[config.mk]
export PLATFORM = sky130hd
export DESIGN_NAME = seg7_scan_reader
export DESIGN_NICKNAME = d
export VERILOG_FILES = /design/src/rtl/seg7_pkg.sv /design/src/rtl/seg7_pattern_decode.sv /design/src/rtl/seg7_scan_reader.sv
export SDC_FILE = /design/constraint.sdc
export NUM_CORES = 1
export LEC_CHECK = 0
export BUFFER_PORTS_ARGS = -buffer_cell sky130_fd_sc_hd__buf_2
export CELL_PAD_IN_SITES_DETAIL_PLACEMENT = 1
export CELL_PAD_IN_SITES_GLOBAL_PLACEMENT = 1
export CORE_AREA = 5 5 79 81
export CTS_CLUSTER_DIAMETER = 200
export DETAILED_ROUTE_END_ITERATION = 8
export DIE_AREA = 0 0 84 86
export PLACE_DENSITY = 0.92
export SYNTH_ARGS = -nofsm -noshare
export SYNTH_HDL_FRONTEND = slang
export SYNTH_HIERARCHICAL = 1
export SYNTH_SLANG_ARGS = --single-unit
[constraint.sdc]
create_clock -name clk -period 6.2 [get_ports clk]
set_input_delay 1.24 -clock clk [delete_from_list [all_inputs] [get_ports clk]]
set_output_delay 1.24 -clock clk [all_outputs]
set_load 0.02 [all_outputs]
[src/rtl/seg7_pkg.sv]
// seg7_pkg
// Shared definitions for the 7-segment scan reader:
//   - segment bit positions on the seg_in bus (a = bit 6 ... g = bit 0)
//   - the sixteen glyph patterns (0..9, A, b, C, d, E, F) and the blank pattern
//   - the scan FSM state type and a one-hot helper
// Configuration macro consumed downstream: SEG7_READER_A2F_EN (enables A..F decode).
package seg7_pkg;

  // Segment bit positions on the 7-bit segment bus.
  localparam int SEG_A = 6;
  localparam int SEG_B = 5;
  localparam int SEG_C = 4;
  localparam int SEG_D = 3;
  localparam int SEG_E = 2;
  localparam int SEG_F = 1;
  localparam int SEG_G = 0;

  localparam logic [6:0] M_A = 7'(1 << SEG_A);
  localparam logic [6:0] M_B = 7'(1 << SEG_B);
  localparam logic [6:0] M_C = 7'(1 << SEG_C);
  localparam logic [6:0] M_D = 7'(1 << SEG_D);
  localparam logic [6:0] M_E = 7'(1 << SEG_E);
  localparam logic [6:0] M_F = 7'(1 << SEG_F);
  localparam logic [6:0] M_G = 7'(1 << SEG_G);

  // Glyphs built from their lit segments so the hex values can be read back
  // against a drawing of the display.
  localparam logic [6:0] PAT_0 = M_A | M_B | M_C | M_D | M_E | M_F;        // 7E
  localparam logic [6:0] PAT_1 = M_B | M_C;                                // 30
  localparam logic [6:0] PAT_2 = M_A | M_B | M_D | M_E | M_G;              // 6D
  localparam logic [6:0] PAT_3 = M_A | M_B | M_C | M_D | M_G;              // 79
  localparam logic [6:0] PAT_4 = M_B | M_C | M_F | M_G;                    // 33
  localparam logic [6:0] PAT_5 = M_A | M_C | M_D | M_F | M_G;              // 5B
  localparam logic [6:0] PAT_6 = M_A | M_C | M_D | M_E | M_F | M_G;        // 5F
  localparam logic [6:0] PAT_7 = M_A | M_B | M_C;                          // 70
  localparam logic [6:0] PAT_8 = M_A | M_B | M_C | M_D | M_E | M_F | M_G;  // 7F
  localparam logic [6:0] PAT_9 = M_A | M_B | M_C | M_D | M_F | M_G;        // 7B
  localparam logic [6:0] PAT_A = M_A | M_B | M_C | M_E | M_F | M_G;        // 77
  localparam logic [6:0] PAT_B = M_C | M_D | M_E | M_F | M_G;              // 1F
  localparam logic [6:0] PAT_C = M_A | M_D | M_E | M_F;                    // 4E
  localparam logic [6:0] PAT_D = M_B | M_C | M_D | M_E | M_G;              // 3D
  localparam logic [6:0] PAT_E = M_A | M_D | M_E | M_F | M_G;              // 4F
  localparam logic [6:0] PAT_F = M_A | M_E | M_F | M_G;                    // 47
  localparam logic [6:0] PAT_BLANK = 7'h00;

  typedef enum logic [1:0] {
    ST_IDLE,
    ST_SETTLE,
    ST_HELD
  } scan_state_t;

  // True when exactly one bit of the (zero-extended) strobe word is set.
  function automatic logic is_one_hot(input logic [7:0] v);
    return (v != 8'd0) && ((v & (v - 8'd1)) == 8'd0);
  endfunction

endpackage

[src/rtl/seg7_pattern_decode.sv]
// seg7_pattern_decode
// Combinational lookup from a 7-segment pattern to its hex value.
// Ports:
//   pattern  in  7  segment word, a = bit 6 ... g = bit 0
//   known    out 1  pattern is a recognised glyph
//   blank    out 1  pattern is all segments off
//   hex      out 4  value of a recognised glyph (0 otherwise)
// Macro SEG7_READER_A2F_EN: when defined, A/b/C/d/E/F decode to 0xA..0xF;
// otherwise only 0..9 are recognised and the letter glyphs count as unknown.
module seg7_pattern_decode
  import seg7_pkg::*;
(
  input  logic [6:0] pattern,
  output logic       known,
  output logic       blank,
  output logic [3:0] hex
);

  // Exact match only: a glyph with one stray or missing segment is unknown.
  always_comb begin
    known = 1'b1;
    blank = 1'b0;
    hex   = 4'h0;
    case (pattern)
      PAT_0: hex = 4'h0;
      PAT_1: hex = 4'h1;
      PAT_2: hex = 4'h2;
      PAT_3: hex = 4'h3;
      PAT_4: hex = 4'h4;
      PAT_5: hex = 4'h5;
      PAT_6: hex = 4'h6;
      PAT_7: hex = 4'h7;
      PAT_8: hex = 4'h8;
      PAT_9: hex = 4'h9;
`ifdef SEG7_READER_A2F_EN
      PAT_A: hex = 4'hA;
      PAT_B: hex = 4'hB;
      PAT_C: hex = 4'hC;
      PAT_D: hex = 4'hD;
      PAT_E: hex = 4'hE;
      PAT_F: hex = 4'hF;
`endif
      PAT_BLANK: begin
        known = 1'b0;
        blank = 1'b1;
      end
      default: known = 1'b0;
    endcase
  end

endmodule

[src/rtl/seg7_scan_reader.sv]
// seg7_scan_reader
// Samples a multiplexed 7-segment display bus, waits for each strobe/pattern
// combination to settle, and recovers the hex value shown on each digit.
// Ports:
//   clk          in   1         system clock (rising edge)
//   rst_n        in   1         asynchronous active-low reset
//   seg_in       in   7         segment lines, a = bit 6 ... g = bit 0 (async)
//   dig_en       in   DIGITS    one-hot digit strobes (async)
//   hex_out      out  4*DIGITS  digit i value in bits [4i+3:4i]
//   digit_valid  out  DIGITS    digit i holds a decoded value
//   frame_done   out  1         pulse after a capture on the last digit
//   seg_err      out  1         pulse on unknown glyph or bad strobe word
// Macro SEG7_READER_A2F_EN: enables A..F decode (see seg7_pattern_decode).
module seg7_scan_reader
  import seg7_pkg::*;
#(
  parameter int DIGITS        = 4,
  parameter int STABLE_CYCLES = 4
) (
  input  logic                  clk,
  input  logic                  rst_n,
  input  logic [6:0]            seg_in,
  input  logic [DIGITS-1:0]     dig_en,
  output logic [4*DIGITS-1:0]   hex_out,
  output logic [DIGITS-1:0]     digit_valid,
  output logic                  frame_done,
  output logic                  seg_err
);

  localparam int SW = 7 + DIGITS;
  // The counter reads 0 on the first cycle after a change is seen, and the
  // change itself is only visible one cycle after S takes the new value, so
  // a window of STABLE_CYCLES samples completes when the count hits N-2.
  localparam logic [7:0] CAPTURE_COUNT = 8'(STABLE_CYCLES - 2);

  logic [SW-1:0]     sync_meta;
  logic [SW-1:0]     sample;
  logic [SW-1:0]     prev_sample;
  logic [7:0]        stable_cnt;
  scan_state_t       state;

  logic [6:0]        sample_seg;
  logic [DIGITS-1:0] sample_dig;
  logic              changed;
  logic              capture;
  logic              dec_known;
  logic              dec_blank;
  logic [3:0]        dec_hex;

  assign sample_seg = sample[6:0];
  assign sample_dig = sample[SW-1:7];
  assign changed    = (sample != prev_sample);
  assign capture    = (state == ST_SETTLE) && !changed &&
                      (sample_dig != '0) && (stable_cnt == CAPTURE_COUNT);

  seg7_pattern_decode u_decode (
    .pattern (sample_seg),
    .known   (dec_known),
    .blank   (dec_blank),
    .hex     (dec_hex)
  );

  // Synchronizer, stability counter, scan FSM and digit registers.
  // HELD blocks repeat captures until S moves again, so a long stable
  // window produces exactly one update.
  always_ff @(posedge clk or negedge rst_n) begin
    if (!rst_n) begin
      sync_meta   <= '0;
      sample      <= '0;
      prev_sample <= '0;
      stable_cnt  <= 8'd0;
      state       <= ST_IDLE;
      hex_out     <= '0;
      digit_valid <= '0;
      frame_done  <= 1'b0;
      seg_err     <= 1'b0;
    end else begin
      sync_meta   <= {dig_en, seg_in};
      sample      <= sync_meta;
      prev_sample <= sample;
      frame_done  <= 1'b0;
      seg_err     <= 1'b0;

      if (changed) begin
        stable_cnt <= 8'd0;
      end else if (stable_cnt != 8'hFF) begin
        stable_cnt <= stable_cnt + 8'd1;
      end

      if (sample_dig == '0) begin
        state <= ST_IDLE;
      end else if (changed) begin
        state <= ST_SETTLE;
      end else if (capture) begin
        state <= ST_HELD;
        if (is_one_hot(8'(sample_dig))) begin
          for (int i = 0; i < DIGITS; i++) begin
            if (sample_dig[i]) begin
              if (dec_known) begin
                hex_out[4*i +: 4] <= dec_hex;
                digit_valid[i]    <= 1'b1;
              end else begin
                digit_valid[i]    <= 1'b0;
                seg_err           <= !dec_blank;
              end
            end
          end
          frame_done <= sample_dig[DIGITS-1];
        end else begin
          seg_err <= 1'b1;
        end
      end
    end
  end

endmodule

## Word-level counts from Yosys, hierarchy flattened

Cells that the tools add are included.

- Logic and storage cells: 80
- Register bits after elaboration: 65
- Bits of input ports: 13
- Output and inout bits: 22

- Mux-type cells: 25
- Reductions and logical operators: 21
- Add/subtract/negate cells: 2
- Bitwise logic cells: 3
- Eq/ne operators: 14

Operator list:

| kind | count |
|---|---|
| 7-bit == test, second input constant | 8 |
| 4-bit case mux with 9 select lines | 1 |
| 6-bit AND reduction | 4 |
| 5-bit AND reduction | 4 |
| 1-bit 2-to-1 mux | 19 |
| 8-bit 2-to-1 mux | 2 |
| 7-bit by 6-bit == test with 1-bit output, second input constant | 2 |
| 11-bit inequality test | 1 |
| 10-bit OR reduction | 1 |
| 8-bit by 1-bit adder with 8-bit output, second input constant | 1 |
| 4-bit by 8-bit AND with 8-bit output | 1 |
| 8-bit by 2-bit == test with 1-bit output, second input constant | 1 |
| 8-bit zero test | 1 |
| 8-bit inequality test, second input constant | 1 |
| 7-bit zero test | 1 |
| 2-bit 2-to-1 mux | 3 |
| 4-bit by 1-bit subtractor with 5-bit output, second input constant | 1 |
| 1-bit logical AND | 4 |
| 4-bit zero test | 1 |
| 4-bit nonzero test | 1 |
| 3-bit nonzero test | 1 |
| 2-bit by 1-bit == test with 1-bit output, second input constant | 1 |
| 1-bit zero test | 2 |
| 1-bit NOT | 2 |
| 2-bit nonzero test | 1 |

## Logic depth before layout (Yosys ltp)

Gate-level depths: netlist (run 1).

- Depth in word-level cells: 15
- Mapped depth: 9
- Gate-level depth less buffers: 7

## Hierarchy

The synthesis (run 1) kept the hierarchy.

Modules (own cells, without submodules):

| module | times used | area each (µm²) | seq. area each (µm²) | cells each |
|---|---|---|---|---|
| seg7_scan_reader | 1 | 2444.8 | 1626.6 | 164 |
| seg7_pattern_decode | 1 | 201.4 | 0.0 | 30 |

## Worst setup path after synthesis (run 1)

Ideal clock, no wire load.

- Path kind: reg2reg
- Start point: register sample[9]
- End point: register hex_out[4]
- Arrival time: 1.863 ns
- Cell stages (with the launch flop): 7
- Setup time: 0.128 ns
- Data required time: 6.072 ns
- Clock period less this slack: 1.991 ns
- Path buffers: 1
- Slack: 4.209 ns
- Cell sequence: dfrtp_1 buf_6 or4b_1 o311a_2 nor2_8 nand4_4 mux2_1

- Word-level cells in the longest chain between the ends: 6
- Elaborated cells on any way between the ends: 14
- Classes of those cells: 1 x add/sub; 1 x eq/ne; 3 x bitwise; 9 x reduce/logical

Ends and longest elaborated chain:

| what | line | text |
|---|---|---|
| start: declaration | seg7_scan_reader.sv:37 | `logic [SW-1:0] sample;` |
| start signal: assignment | seg7_scan_reader.sv:79 | `sample <= sync_meta;` |
| branches (longest 5 deep; another with 4-bit by 1-bit subtractor with 5-bit output) | n/a |  |
| 6-bit AND reduction (no source line) (*) | n/a |  |
| end signal: indexed assignment | seg7_scan_reader.sv:100 | `hex_out[4*i +: 4] <= dec_hex;` |
| end: declaration | seg7_scan_reader.sv:24 | `output logic [4*DIGITS-1:0] hex_out,` |

Every way passes the cells marked *.
A chain may end at the register's enable or synchronous reset.

## Final worst setup path (run 1)

- Start point: register sample[6]
- End point: register hex_out[5]

- Elaborated cells on any way between the ends: 20
- Classes of those cells: 11 x eq/ne; 2 x mux; 1 x bitwise; 6 x reduce/logical

RTL lines:

| what | line | text |
|---|---|---|
| 7-bit == test / 7-bit by 6-bit == test with 1-bit output (equally long branches) | seg7_pattern_decode.sv:24 | `case (pattern)` |
| 4-bit case mux with 9 select lines (*) | seg7_pattern_decode.sv:24 |  |
| net dec_hex[1] | seg7_scan_reader.sv:48 | `logic [3:0] dec_hex;` |

Mark *: on every way through the listed nets, which the timed path passes. The rest lies on a longest branch.

==> impl.org, run 1 <==
** Synthesis
- Number of flops mapped to enable cells by yosys :: 0
- sky130_fd_sc_hd__dfrtp_1 is the most common cell in the netlist.
- Area leader, netlist :: sky130_fd_sc_hd__dfrtp_1
- The Yosys step of the flow raised 6 warnings.
- Synthesis produced a netlist whose cell count is 194.
- Flip-flop and latch count after synthesis :: 65
- Sequential-to-total area share from yosys stat :: 0.6147
- Main flop type after synthesis :: sky130_fd_sc_hd__dfrtp_1
- Largest cells by area after synthesis :: sky130_fd_sc_hd__dfrtp_1, sky130_fd_sc_hd__mux2_1, sky130_fd_sc_hd__xor2_1, sky130_fd_sc_hd__nand4_4, sky130_fd_sc_hd__nor2_1
- Cell types with the highest counts after synthesis :: sky130_fd_sc_hd__dfrtp_1, sky130_fd_sc_hd__mux2_1, sky130_fd_sc_hd__nor2_1, sky130_fd_sc_hd__xor2_1, sky130_fd_sc_hd__nand2_1
- Fraction of registers with async set or reset after synthesis :: 1.000
- Netlist area before placement :: 2646 um2
- Avg Inst Size Synth :: 13.64 um2
- Area share of the largest cell type after synthesis :: 0.6147
- Net count of the mapped netlist :: 209
- The number of different library cells used by synthesis comes to 40.

** Die
- Height of the chip :: 86 um
- Width of the chip :: 84 um
- For this configuration, the core starts out at a cell density of 0.4896.
- Pin placement for this block handled 35 I/O pins.
- After floorplanning, the core was sized to cover 5405 um2.
- Die footprint :: 7224 um2
- Placement Rows :: 27

** Routing
- Number of design rule violations left after detail routing :: 0
- Wires add up to 5634 um.
- Dividing the detail-routed via count by the number of cells gives 5.505.
- Summing over every cut layer, the via total after detailed routing is 1701.
- Dividing the detail-routed wire length by the instance count gives 18.23 um.
- The detail route stage leaves a number of antenna-violating nets equal to 0.
- Violation count after the first detailed-routing iteration :: 34
- The first detailed-routing pass took 4 iterations.

** Clock tree
- Number of gates given a new drive strength after cts :: 0
- Buffers inserted by post-CTS timing repair :: 0
- Clock buffers created by TritonCTS :: 9
- The clock reaches the later pin of the worst-skew pair after 0.34 ns.
- In this run the number of H-tree levels came out at 3.
- Clock tree synthesis selected as its root buffer the cell sky130_fd_sc_hd__clkbuf_8.
- Post-cts hold buffer count :: 0
- TritonCTS built the clock tree.
- Num Clock Sinks :: 65
- Clock transition time at the flip-flop clock pins of the worst setup and hold paths :: 0.07 ns
- Counting along the longest clock path gives a buffer depth of 2.

** Hold path
- Hold Path Class :: reg2reg
- Number of cells on the worst hold path :: 0
- The worst hold path begins at sync_meta[2].
- Worst min-delay path endpoint :: sample[2]

** Layout
- Fill cell instance count of the final layout :: 582
- Net count of the finished layout :: 248
- The sequential cells in the finished layout cover a total of 1627 um2.
- In the final layout, the share of cells above drive strength 1 is 0.2447.
- Compared with the post-synthesis result, the final layout area differs by 15.74%.
- The multi-input combinational cells in the finished layout cover a total of 969.7 um2.
- After the flow finishes, the layout carries non-filler instances totaling 309.
- Number of inserted diodes :: 0

** Global route
- The number of global-route vias before repair is 1890.
- Entering global routing, the biggest net connects 66 pins.
- After global routing the overflow that remains totals 0.
- The initial antenna violation count came to 0.
- Overall global routing resource usage :: 0.1761
- Wire length of the first global-routing pass :: 9646 um

** Timing
- In the final timing run, aggregate negative setup slack is 0 ns.
- Setup repair after global routing left no endpoint under its margin.
- Worst slew slack as a fraction of its limit :: 0.4643
- Setup violations remaining at the end of the flow were counted as 0.
- Across all setup checks in the final design, the least slack found is 3.667 ns.
- Final min period :: 2.533 ns
- Final hold viol count :: 0
- Static timing analysis puts the maximum clock frequency at 394.8 MHz.
- Max Clock Skew :: 0.006968 ns
- Worst-Margin Slew :: 0.8036 ns
- Final Max Slew Viols :: 0
- Dividing the final minimum period by the clock period gives 0.4085.

** Placed design
- Count of input and output buffers :: 34
- In this run, placement finished with an instance count of 294.
- Final RePlAce weighted congestion :: 0.8199
- After legalization and detailed placement, the total HPWL measured 3948 um.
- DP Worst Slack :: 3.646 ns

** Critical path
- The startpoint identified for the worst register-to-register timing path is sample[6].
- Crit. End Element :: register
- In this run the critical register-to-register path is captured at hex_out[5].
- Critical path startpoint category :: register
- The worst register-to-register path has a depth of 6.
- Register-to-Register Setup Slack :: 3.67 ns
- Crit path max fanout :: 10
- The critical path is of the reg2reg type.
- STA puts the critical path data arrival time at 2.75 ns.
- Worst EP required :: 6.42 ns

** Power and ir drop
- Summed over all cells, the static leakage comes to 1.530 nW.
- Areal power density over the cells :: 272.8 nW/um2
- VDD IR max :: 0.1804 mV

** Run
- Max_cap viols :: 0

** Outcome
- The flow ran to the end, and the final reports show no timing, DRC or antenna violations.
## worst max-delay path, stage by stage (launching register included)
cell and delay, ns:
sky130_fd_sc_hd__dfrtp_1 0.54, sky130_fd_sc_hd__nor3b_1 0.32, sky130_fd_sc_hd__nand4_1 0.15, sky130_fd_sc_hd__a21bo_2 0.28
sky130_fd_sc_hd__nand3b_1 0.50, sky130_fd_sc_hd__nand4_4 0.23, sky130_fd_sc_hd__mux2_1 0.38
## cell type report
type,instances,area share
Clock buffer,12,0.05065
Clock inverter,3,0.01307
Inverter,1,0.001225
Multi-Input combinational cell,121,0.3166
Sequential cell,65,0.5310
Tap cell,72,0.02941
Timing Repair Buffer,35,0.05801
## state kept, by name, indices dropped and copies added (netlist names)
register and count:
digit_valid 4, frame_done 1, hex_out 16, prev_sample 11, sample 11, seg_err 1, stable_cnt 8, state 2
sync_meta 11
## report_power, final
group          internal [mW]  switching (mW)
clock                  0.204           0.153
combinational         0.0115          0.0190
sequential             0.435          0.0131
## metrics by stage
stage / area [um2] / hold WS [ns] / power [mW] / util
floorplan: 2646 / 0.3312 / 0.4694 / -
global placement: 2868 / 0.3316 / 0.4846 / 0.5306
detailed placement: 2868 / 0.3364 / 0.4875 / 0.5306
CTS: 3063 / 0.3488 / 0.8450 / 0.5667
global route: 3063 / 0.3546 / 0.8738 / 0.5667
finish: 3063 / 0.3503 / 0.8356 / 0.5667
## cell families after synthesis
kind of cell | after synthesis | synth area share
flip-flops | 65 | 0.6147
adder cells (fa/ha/maj) | 2 | 0.009455
AND/OR/NAND/NOR | 69 | 0.1806
buffers and inverters | 8 | 0.01891
XOR/XNOR | 15 | 0.04964
multiplexers | 20 | 0.08511
AO/OA/AOI/OAI | 15 | 0.04161
## worst max path at each step
stage | startpoint | end | cells past startpoint
global route | sample[6] | hex_out[5] | 6
detailed placement | sample[6] | hex_out[5] | 6
global placement | sample[6] | hex_out[4] | 6
CTS | sample[6] | hex_out[5] | 6
floorplan | sample[9] | hex_out[4] | 6
finish | sample[6] | hex_out[5] | 6
## layout by cell type (no fill, tap or decap), types with 6 or more instances in the layout
| cell | netlist | layout |
|---|---|---|
| sky130_fd_sc_hd__dfrtp_1 | 65 | 65 |
| sky130_fd_sc_hd__buf_2 | 4 | 34 |
| sky130_fd_sc_hd__mux2_1 | 20 | 20 |
| sky130_fd_sc_hd__nor2_1 | 11 | 11 |
| sky130_fd_sc_hd__xor2_1 | 11 | 11 |
| sky130_fd_sc_hd__clkbuf_8 | 0 | 11 |
| sky130_fd_sc_hd__nand2_1 | 7 | 7 |
| sky130_fd_sc_hd__nor3_1 | 6 | 6 |
## layer usage
metal / global-route usage / wire length, um / vias to the layer above
met5: 0 / 0 / -
met4: 0.08480 / 110 / 0
met3: 0.04707 / 249 / 11
met2: 0.2972 / 2939 / 37
met1: 0.2099 / 2335 / 874
li1: - / - / 779
No activity file was read; power rests on OpenSTA's default activity.
==> inputs of run 2 (changes only) <==
ABC_AREA = 1   (was default)
CORE_AREA = 5 5 91 93   (was 5 5 79 81)
DIE_AREA = 0 0 96 98   (was 0 0 84 86)
PLACE_DENSITY = 0.82   (was 0.92)
clock period = 2.09 ns   (was 6.2 ns; I/O delays follow)
==> run 2 against run 1 <==
  * Die area is 30% higher
  * Clock-buffer cell count stayed put
  * Clock skew hardly changed
  * Cell count is 44% higher
  * First-iteration DRC count is 110% higher
  * Largest power group unchanged
  * Non-clock buffer count is 1 higher
  * Register-to-register slack worse by 3.4 ns
==> impl.org, run 2 <==
** Global route
- The first global-routing pass estimated 10290 um of wire.
- The initial antenna violation count is 0.
- Entering global routing, the biggest net connects 66 pins.
- The total overflow left after global routing is 0.
- The number of global-route vias before repair came to 2182.
- Overall global routing resource usage :: 0.1388

** Synthesis
- Number of flops mapped to enable cells by yosys :: 0
- Post-synthesis compound-gate area fraction :: 0.04125
- Main flop type after synthesis :: sky130_fd_sc_hd__dfrtp_1
- Summing every instance area after synthesis gives 2760 um2.
- Most common cell in the netlist :: sky130_fd_sc_hd__nand2_1
- By area the synthesized netlist is led by sky130_fd_sc_hd__dfrtp_1, sky130_fd_sc_hd__nand2_1, sky130_fd_sc_hd__nand4_1, sky130_fd_sc_hd__inv_1, sky130_fd_sc_hd__nor2_1.
- Counting every instance in the synthesized netlist gives 296.
- After synthesis the netlist holds a flip-flop and latch count of 65.
- Counting distinct cell types in the post-synthesis netlist gives 35.
- The number of nets in the synthesized netlist is 311.
- Simple logic cell fraction of the synthesized area :: 0.2860
- Ranked by instance count, the synthesized netlist is headed by sky130_fd_sc_hd__nand2_1, sky130_fd_sc_hd__dfrtp_1, sky130_fd_sc_hd__inv_1.
- Of all cell types, the one taking the most synthesized area is sky130_fd_sc_hd__dfrtp_1.
- Multiplexer share of the synthesized area :: 0
- Largest family of logic cells by synthesized area :: simple AND/OR/NAND/NOR gates
- After synthesis, the mean cell area works out to 9.325 um2.
- Of the total synthesized cell area, the portion taken by XOR and XNOR cells is 0.01269.
- The share of synthesized area in the top cell type comes to 0.5893.
- Of the total synthesized cell area, the portion taken by full adders, half adders and majority gates is 0.009066.
- Yosys printed 6 warnings.
- For this run, asynchronously set or reset flops after synthesis account for 1.000.
- For this run, the register share of the synthesized area comes to 0.5893.

** Clock tree
- Clock latency on the worst-skew pair :: 0.33 ns
- CTS saw 65 sinks.
- Maximum number of buffers from clock root to sink :: 2
- Buffers inserted by post-CTS timing repair :: 0
- TritonCTS built the clock tree.
- Number of levels the H-tree was split into :: 3
- For this design, the CTS-stage hold fixing added 0 buffers.
- The tree is rooted in a sky130_fd_sc_hd__clkbuf_8.
- Clock-pin slew was measured on the worst setup and hold paths at 0.07 ns.
- Clock buffers created by TritonCTS :: 9
- Number of gates given a new drive strength after cts :: 0

** Critical path
- The critical path in this run is classified as reg2reg.
- The largest single stage delay on the critical path is 0.41 ns.
- Along the worst path, the maximum fanout reaches 25.
- Critical path startpoint category :: register
- R2r worst-path depth :: 9
- The critical path starts at stable_cnt[0].
- Crit path capture :: hex_out[14]
- At the worst endpoint, the required time is 2.31 ns.
- CP Data Arrival Time :: 2.08 ns
- Cell seen most often among critical-path stages :: sky130_fd_sc_hd__nand2_1
- Sequence of cells on the critical path :: inv_1 > ha_1 > nand2_1 > nor2_2 > clkinv_1 > nor2_8 > nand3_2 > nand2_1 > nand2_1
- Highest-delay cell along the critical path :: sky130_fd_sc_hd__dfrtp_1
- Register-to-Register Setup Slack :: 0.23 ns
- Crit Reg-Reg Startpoint :: stable_cnt[0]
- STA classifies the critical path endpoint as a register.
- The endpoint identified for the worst register-to-register timing path is hex_out[14].

** Placed design
- In this run the cell area measured after placement is 3050 um2.
- Final RePlAce weighted congestion :: 0.8926
- Detailed placement finished with a half-perimeter wire length of 4181 um.
- During placement, the flow inserted port buffers numbering 34.

** Layout
- Design Area, Final :: 3213 um2
- The register with the most flip-flops in the layout has 16 of them.
- Most common library cell in the layout ignoring fill and taps :: sky130_fd_sc_hd__nand2_1
- The library cells used most frequently in the layout, excluding fill and tap cells, are sky130_fd_sc_hd__nand2_1, sky130_fd_sc_hd__dfrtp_1, sky130_fd_sc_hd__buf_2.
- Net count of the finished layout :: 354
- Of the cells placed in the final design, the portion with a size suffix greater than 1 is 0.2041.
- Share of the core filled with cells in the final layout :: 0.4315
- More flip-flops sit in one register than any other, and that register is hex_out.
- 0 antenna diodes ended up in the layout.
- Synthesis-to-layout area growth :: 16.41%

** Timing
- Final hold analysis gives a worst-case slack of 0.07478 ns.
- Static timing analysis puts the maximum clock frequency at 537.9 MHz.
- RSZ-0062 raised after global routing :: false
- Max Clock Skew :: 0.007209 ns
- Final min period :: 1.859 ns
- Final hold viol count :: 0
- Worst slew slack as a fraction of its limit :: 0.7469
- Setup violations remaining at the end of the flow were counted as 0.
- Setup total negative slack on the finished layout was measured at 0 ns.
- Part of the cycle the worst path needs :: 0.8894
- For the pin with the worst max-slew slack, the measured transition is 0.3762 ns.
- Final Max Slew Viols :: 0

** Routing
- For this block, the via count after detailed routing is 2068.
- Number of design rule violations left after detail routing :: 0
- Pre-Repair DR Iteration Count :: 5
- Total length of routed wires :: 5783 um
- The detail route stage leaves a number of antenna-violating nets equal to 0.
- After detailed routing, the number of vias per cell comes to 4.647.
- Violation count after the first detailed-routing iteration :: 72
- After detailed routing, the average wire length per cell comes to 13.00 um.

** Die
- The core region is 7447 um2.
- Height of the chip :: 98 um
- After floorplanning, the core was divided into 32 placement rows.
- For this configuration, the core starts out at a cell density of 0.3706.
- Die footprint :: 9408 um2
- Width of the chip :: 96 um
- For this design the top-level I/O count stands at 35.

** Power and ir drop
- Areal power density over the cells :: 727.3 nW/um2
- In this run the static leakage power is 1.735 nW.
- Across the VDD grid, the largest voltage drop is 0.3120 mV.

** Run
- Max_cap viols :: 0

** Outcome
- The flow ran to the end, and the final reports show no timing, DRC or antenna violations.

** Hold path
- Hold Path Class :: in2async
==> run 2: critical path, delay by kind of cell (launching register included) <==
| family | cells | cell delay, ns |
|---|---|---|
| and+or+nand+nor | 6 | 0.89 |
| adders and majority gates | 1 | 0.16 |
| DFF | 1 | 0.41 |
| buffers and inverters | 2 | 0.27 |
==> run 2: logic make-up (layout without fill, tap and decap cells) <==
| logic type | count (synthesis) | in the layout |
|---|---|---|
| compound gates | 18 | 18 |
| xor+xnor | 4 | 4 |
| fa+ha+maj | 2 | 2 |
| buf+inv | 40 | 87 |
| flops | 65 | 65 |
| simple gates | 167 | 167 |
==> run 2: routing by layer <==
| layer | vias up | part of all wire | track usage |
|---|---|---|---|
| met5 | - | 0 | 0 |
| met4 | 0 | 0.013 | 0.04267 |
| met3 | 7 | 0.033 | 0.04237 |
| met2 | 28 | 0.51 | 0.2252 |
| met1 | 1002 | 0.45 | 0.1759 |
| li1 | 1031 | - | - |
==> run 2: area by class of cell <==
class	instances	area, um2
Sequential cell	65	1627
Fill cell	907	4234
Multi-Input combinational cell	191	963.4
Tap cell	102	127.6
Clock buffer	12	145.1
Clock inverter	3	17.52
Timing Repair Buffer	36	197.7
Inverter	36	135.1
==> run 2: worst min-delay path by stage <==
stage	start	endpoint	slack [ns]	cells past startpoint
final	rst_n	hex_out[10]	0.07	2
after global routing	rst_n	hex_out[10]	0.09	2
after CTS	rst_n	hex_out[10]	0.09	2
after detailed placement	sync_meta[3]	sample[3]	0.34	0
after global placement	sync_meta[1]	sample[1]	0.33	0
after floorplan	rst_n	digit_valid[0]	0.12	0
==> run 2: report_power, final <==
part | switching, mW | internal (mW)
logic | 0.0787 | 0.0370
clock network | 0.451 | 0.453
registers | 0.0265 | 1.29
total | 0.556 | 1.78
==> run 2: through the flow <==
stage	std cells	setup WS, ns	total power [mW]
floorplan	296	0.5779	1.398
global placement	430	0.3347	1.452
detailed placement	430	0.2584	1.460
CTS	445	0.2239	2.371
global route	445	0.05137	2.460
finish	445	0.2311	2.337
==> inputs of run 3 (changes only) <==
==> constraint.sdc (replaced) <==
create_clock -name clk -period 2.09 [get_ports clk]
set_input_delay 0.3135 -clock clk [delete_from_list [all_inputs] [get_ports clk]]
set_output_delay 0.3135 -clock clk [all_outputs]
set_load 0.02 [all_outputs]
==> run 3 against run 2 <==
  * Worst setup slack worse by 0.017 ns
  * Critical path depth did not move
  * Total power up 13%
  * Combinational power about the same
  * Critical endpoint is now hex_out[11]
  * Largest power group unchanged
==> impl.org, run 3 (synthesized netlist as in run 2, its figures left out) <==
** Outcome
- The run finished with clean final reports.

** Critical path
- Crit path max fanout :: 25
- Broken down by cell family, the worst path's largest delay share belongs to simple AND/OR/NAND/NOR gates.
- Capture point of the worst reg-to-reg path :: hex_out[11]
- Sequence of cells on the critical path :: inv_1 > ha_1 > nand2_1 > nor2_2 > clkinv_1 > nor2_8 > nand3_2 > nand2_1 > nand2_1
- R2r worst-path depth :: 9
- The most numerous cell type found on the critical path is sky130_fd_sc_hd__nand2_1.
- The worst setup path is of the reg2reg kind.
- Register-to-Register Setup Slack :: 0.21 ns
- Crit Reg-Reg Startpoint :: stable_cnt[0]
- Worst EP required :: 2.33 ns
- Crit path buffers/inverters :: 2
- On the worst path, the slowest cell contributes a delay of 0.40 ns.
- CP Data Arrival Time :: 2.12 ns
- Crit. End Element :: register
- The worst setup path is launched from a register.
- The slowest stage of the critical path belongs to the cell sky130_fd_sc_hd__dfrtp_1.
- Cell count along the critical path :: 9

** Timing
- The clock period could shrink to 1.876 ns.
- Of the available clock period, the critical path in the final layout requires 0.8977.
- F_max :: 533.0 MHz
- Worst-Margin Slew :: 0.4904 ns
- Clock skew on the completed layout was measured at 0.01050 ns.
- Final Max Slew Viols :: 0
- Measured against its own limit, the worst slew margin works out to 0.6731.
- Final total negative setup slack :: 0 ns
- RSZ-0062 raised after global routing :: false
- Final setup violation count :: 0
- Final hold viol count :: 0

** Layout
- Largest register by flop count :: hex_out
- Design Area, Final :: 3289 um2
- Number of inserted diodes :: 0
- The area growth from synthesis to layout is 19.17%.
- In the final design database the tool counted 355 nets.
- Fill cell instance count of the final layout :: 902
- Max reg flops :: 16
- In the layout the commonest cells are sky130_fd_sc_hd__nand2_1, sky130_fd_sc_hd__dfrtp_1, sky130_fd_sc_hd__buf_2.
- The library cell used most frequently in the layout, excluding fill and tap cells, is sky130_fd_sc_hd__nand2_1.
- In the final layout, the share of cells above drive strength 1 is 0.2116.

** Routing
- The routed layout has 2119 vias.
- In this run, the number of DRC markers left after iteration 0 of detailed routing was 84.
- After detailed routing, the number of vias per cell comes to 4.740.
- The pre-antenna-repair detailed-routing pass consisted of 5 iterations.
- Dividing the detail-routed wire length by the instance count gives 13.65 um.
- Total length of routed wires :: 6101 um
- Antenna viol nets, final :: 0
- In the routed design, unresolved DRC markers number 0.

** Clock tree
- Clock latency on the worst-skew pair :: 0.35 ns
- Buffers inserted by post-CTS timing repair :: 0
- After clock tree synthesis, the clock-pin slew on the worst setup and hold paths is 0.07 ns.
- Clock tree from TritonCTS :: done
- Number of levels the H-tree was split into :: 3
- Counting the buffers created by CTS gives 9.
- No sink is reached through more buffers than the 2 on the longest clock path.
- The tree built by TritonCTS fans out to 65 sinks.
- Master cell of the clock root buffer :: sky130_fd_sc_hd__clkbuf_8

** Die
- The floorplan step defined a die boundary enclosing 9408 um2.
- Width of the chip :: 96 um
- # IOs :: 35
- After floorplanning, the core was sized to cover 7447 um2.
- Placement Rows :: 32
- Initial core utilization :: 0.3706
- Height of the chip :: 98 um

** Run
- Max-cap violations in this run came to 0.

** Global route
- Across every metal layer, demand over resource in global routing totals 0.1483.
- Pin count of the biggest net entering global routing :: 46
- Vias in the first global route :: 2285
- The first global-routing pass estimated 10710 um of wire.
- The initial antenna violation count came to 0.
- Congestion Overflow GR :: 0

** Power and ir drop
- VDD IR max :: 0.3804 mV
- Power spread over the standard cell area amounts to 806.0 nW/um2.
- Leakage power :: 1.772 nW

** Hold path
- For hold timing, the worst endpoint is sync_meta[3].
- Number of cells on the worst hold path :: 1
- The tightest min-delay check is of the in2reg type.
- Worst min-delay path startpoint :: seg_in[3]

** Placed design
- Summed over all nets, the half-perimeter wirelength after detailed placement is 4471 um.
- Summing all placed instances gives a cell area of 3050 um2.
- Final RePlAce weighted congestion :: 0.8947
- During placement, the flow inserted port buffers numbering 34.
## run 3: cell count changes in the layout (fill, tap and decap cells not counted), sizes merged
cell / delta
bufinv: +2
dlygate4sd3: +1
clkbuf: -1
## run 3: worst max path at each step
stage                          end  slack (ns)     startpoint
finish                 hex_out[11]        0.21  stable_cnt[0]
CTS                    hex_out[11]        0.22  stable_cnt[0]
global placement       hex_out[12]        0.34  stable_cnt[0]
detailed placement     hex_out[13]        0.25      sample[9]
global route            hex_out[9]        0.04  stable_cnt[0]
floorplan           digit_valid[0]        0.58  stable_cnt[0]
## run 3: layer usage
layer | global-route usage | vias up | wire length [um]
li1 | - | 1034 | -
met1 | 0.1789 | 1042 | 2610
met2 | 0.2427 | 30 | 3144
met3 | 0.03544 | 13 | 176
met4 | 0.07549 | 0 | 171
met5 | 0 | - | 0
## run 3: worst reg2reg max path, delay by kind of cell, from the launching register on
family,cells,cell delay [ns]
buffers and inverters,2,0.30
adder cells (fa/ha/maj),1,0.16
flip-flops,1,0.40
AND/OR/NAND/NOR,6,0.91
## run 3: final cells by class
class | instances | area (um2) | share of cell area
flip-flops and latches | 65 | 1627 | 0.4945
multi-input cells | 191 | 963.4 | 0.2929
repair buffers | 37 | 207.7 | 0.06314
clock buffers | 11 | 151.4 | 0.04603
inverters | 36 | 135.1 | 0.04108
well taps | 102 | 127.6 | 0.03880
clock inverters | 5 | 77.57 | 0.02358
## run 3: per-stage QoR
| stage | worst slack, ns | util | hold WS [ns] | cells | power [mW] |
|---|---|---|---|---|---|
| floorplan | 0.5779 | - | 0.01791 | 296 | 1.398 |
| global placement | 0.3387 | 0.4096 | 0.2981 | 430 | 1.452 |
| detailed placement | 0.2529 | 0.4096 | 0.2968 | 430 | 1.460 |
| CTS | 0.2184 | 0.4417 | 0.05621 | 447 | 2.684 |
| global route | 0.04153 | 0.4417 | 0.04312 | 447 | 2.768 |
| finish | 0.2137 | 0.4417 | 0.07013 | 447 | 2.651 |
## run 3: repair_timing
action	in CTS	in global routing
resized for setup	0	0
endpoints found under the hold margin	20	0
hold buffers	1	0
## run 3: power breakdown
part | switching [mW] | internal [mW]
combinational | 0.0808 | 0.0380
clock | 0.484 | 0.732
sequential | 0.0264 | 1.29
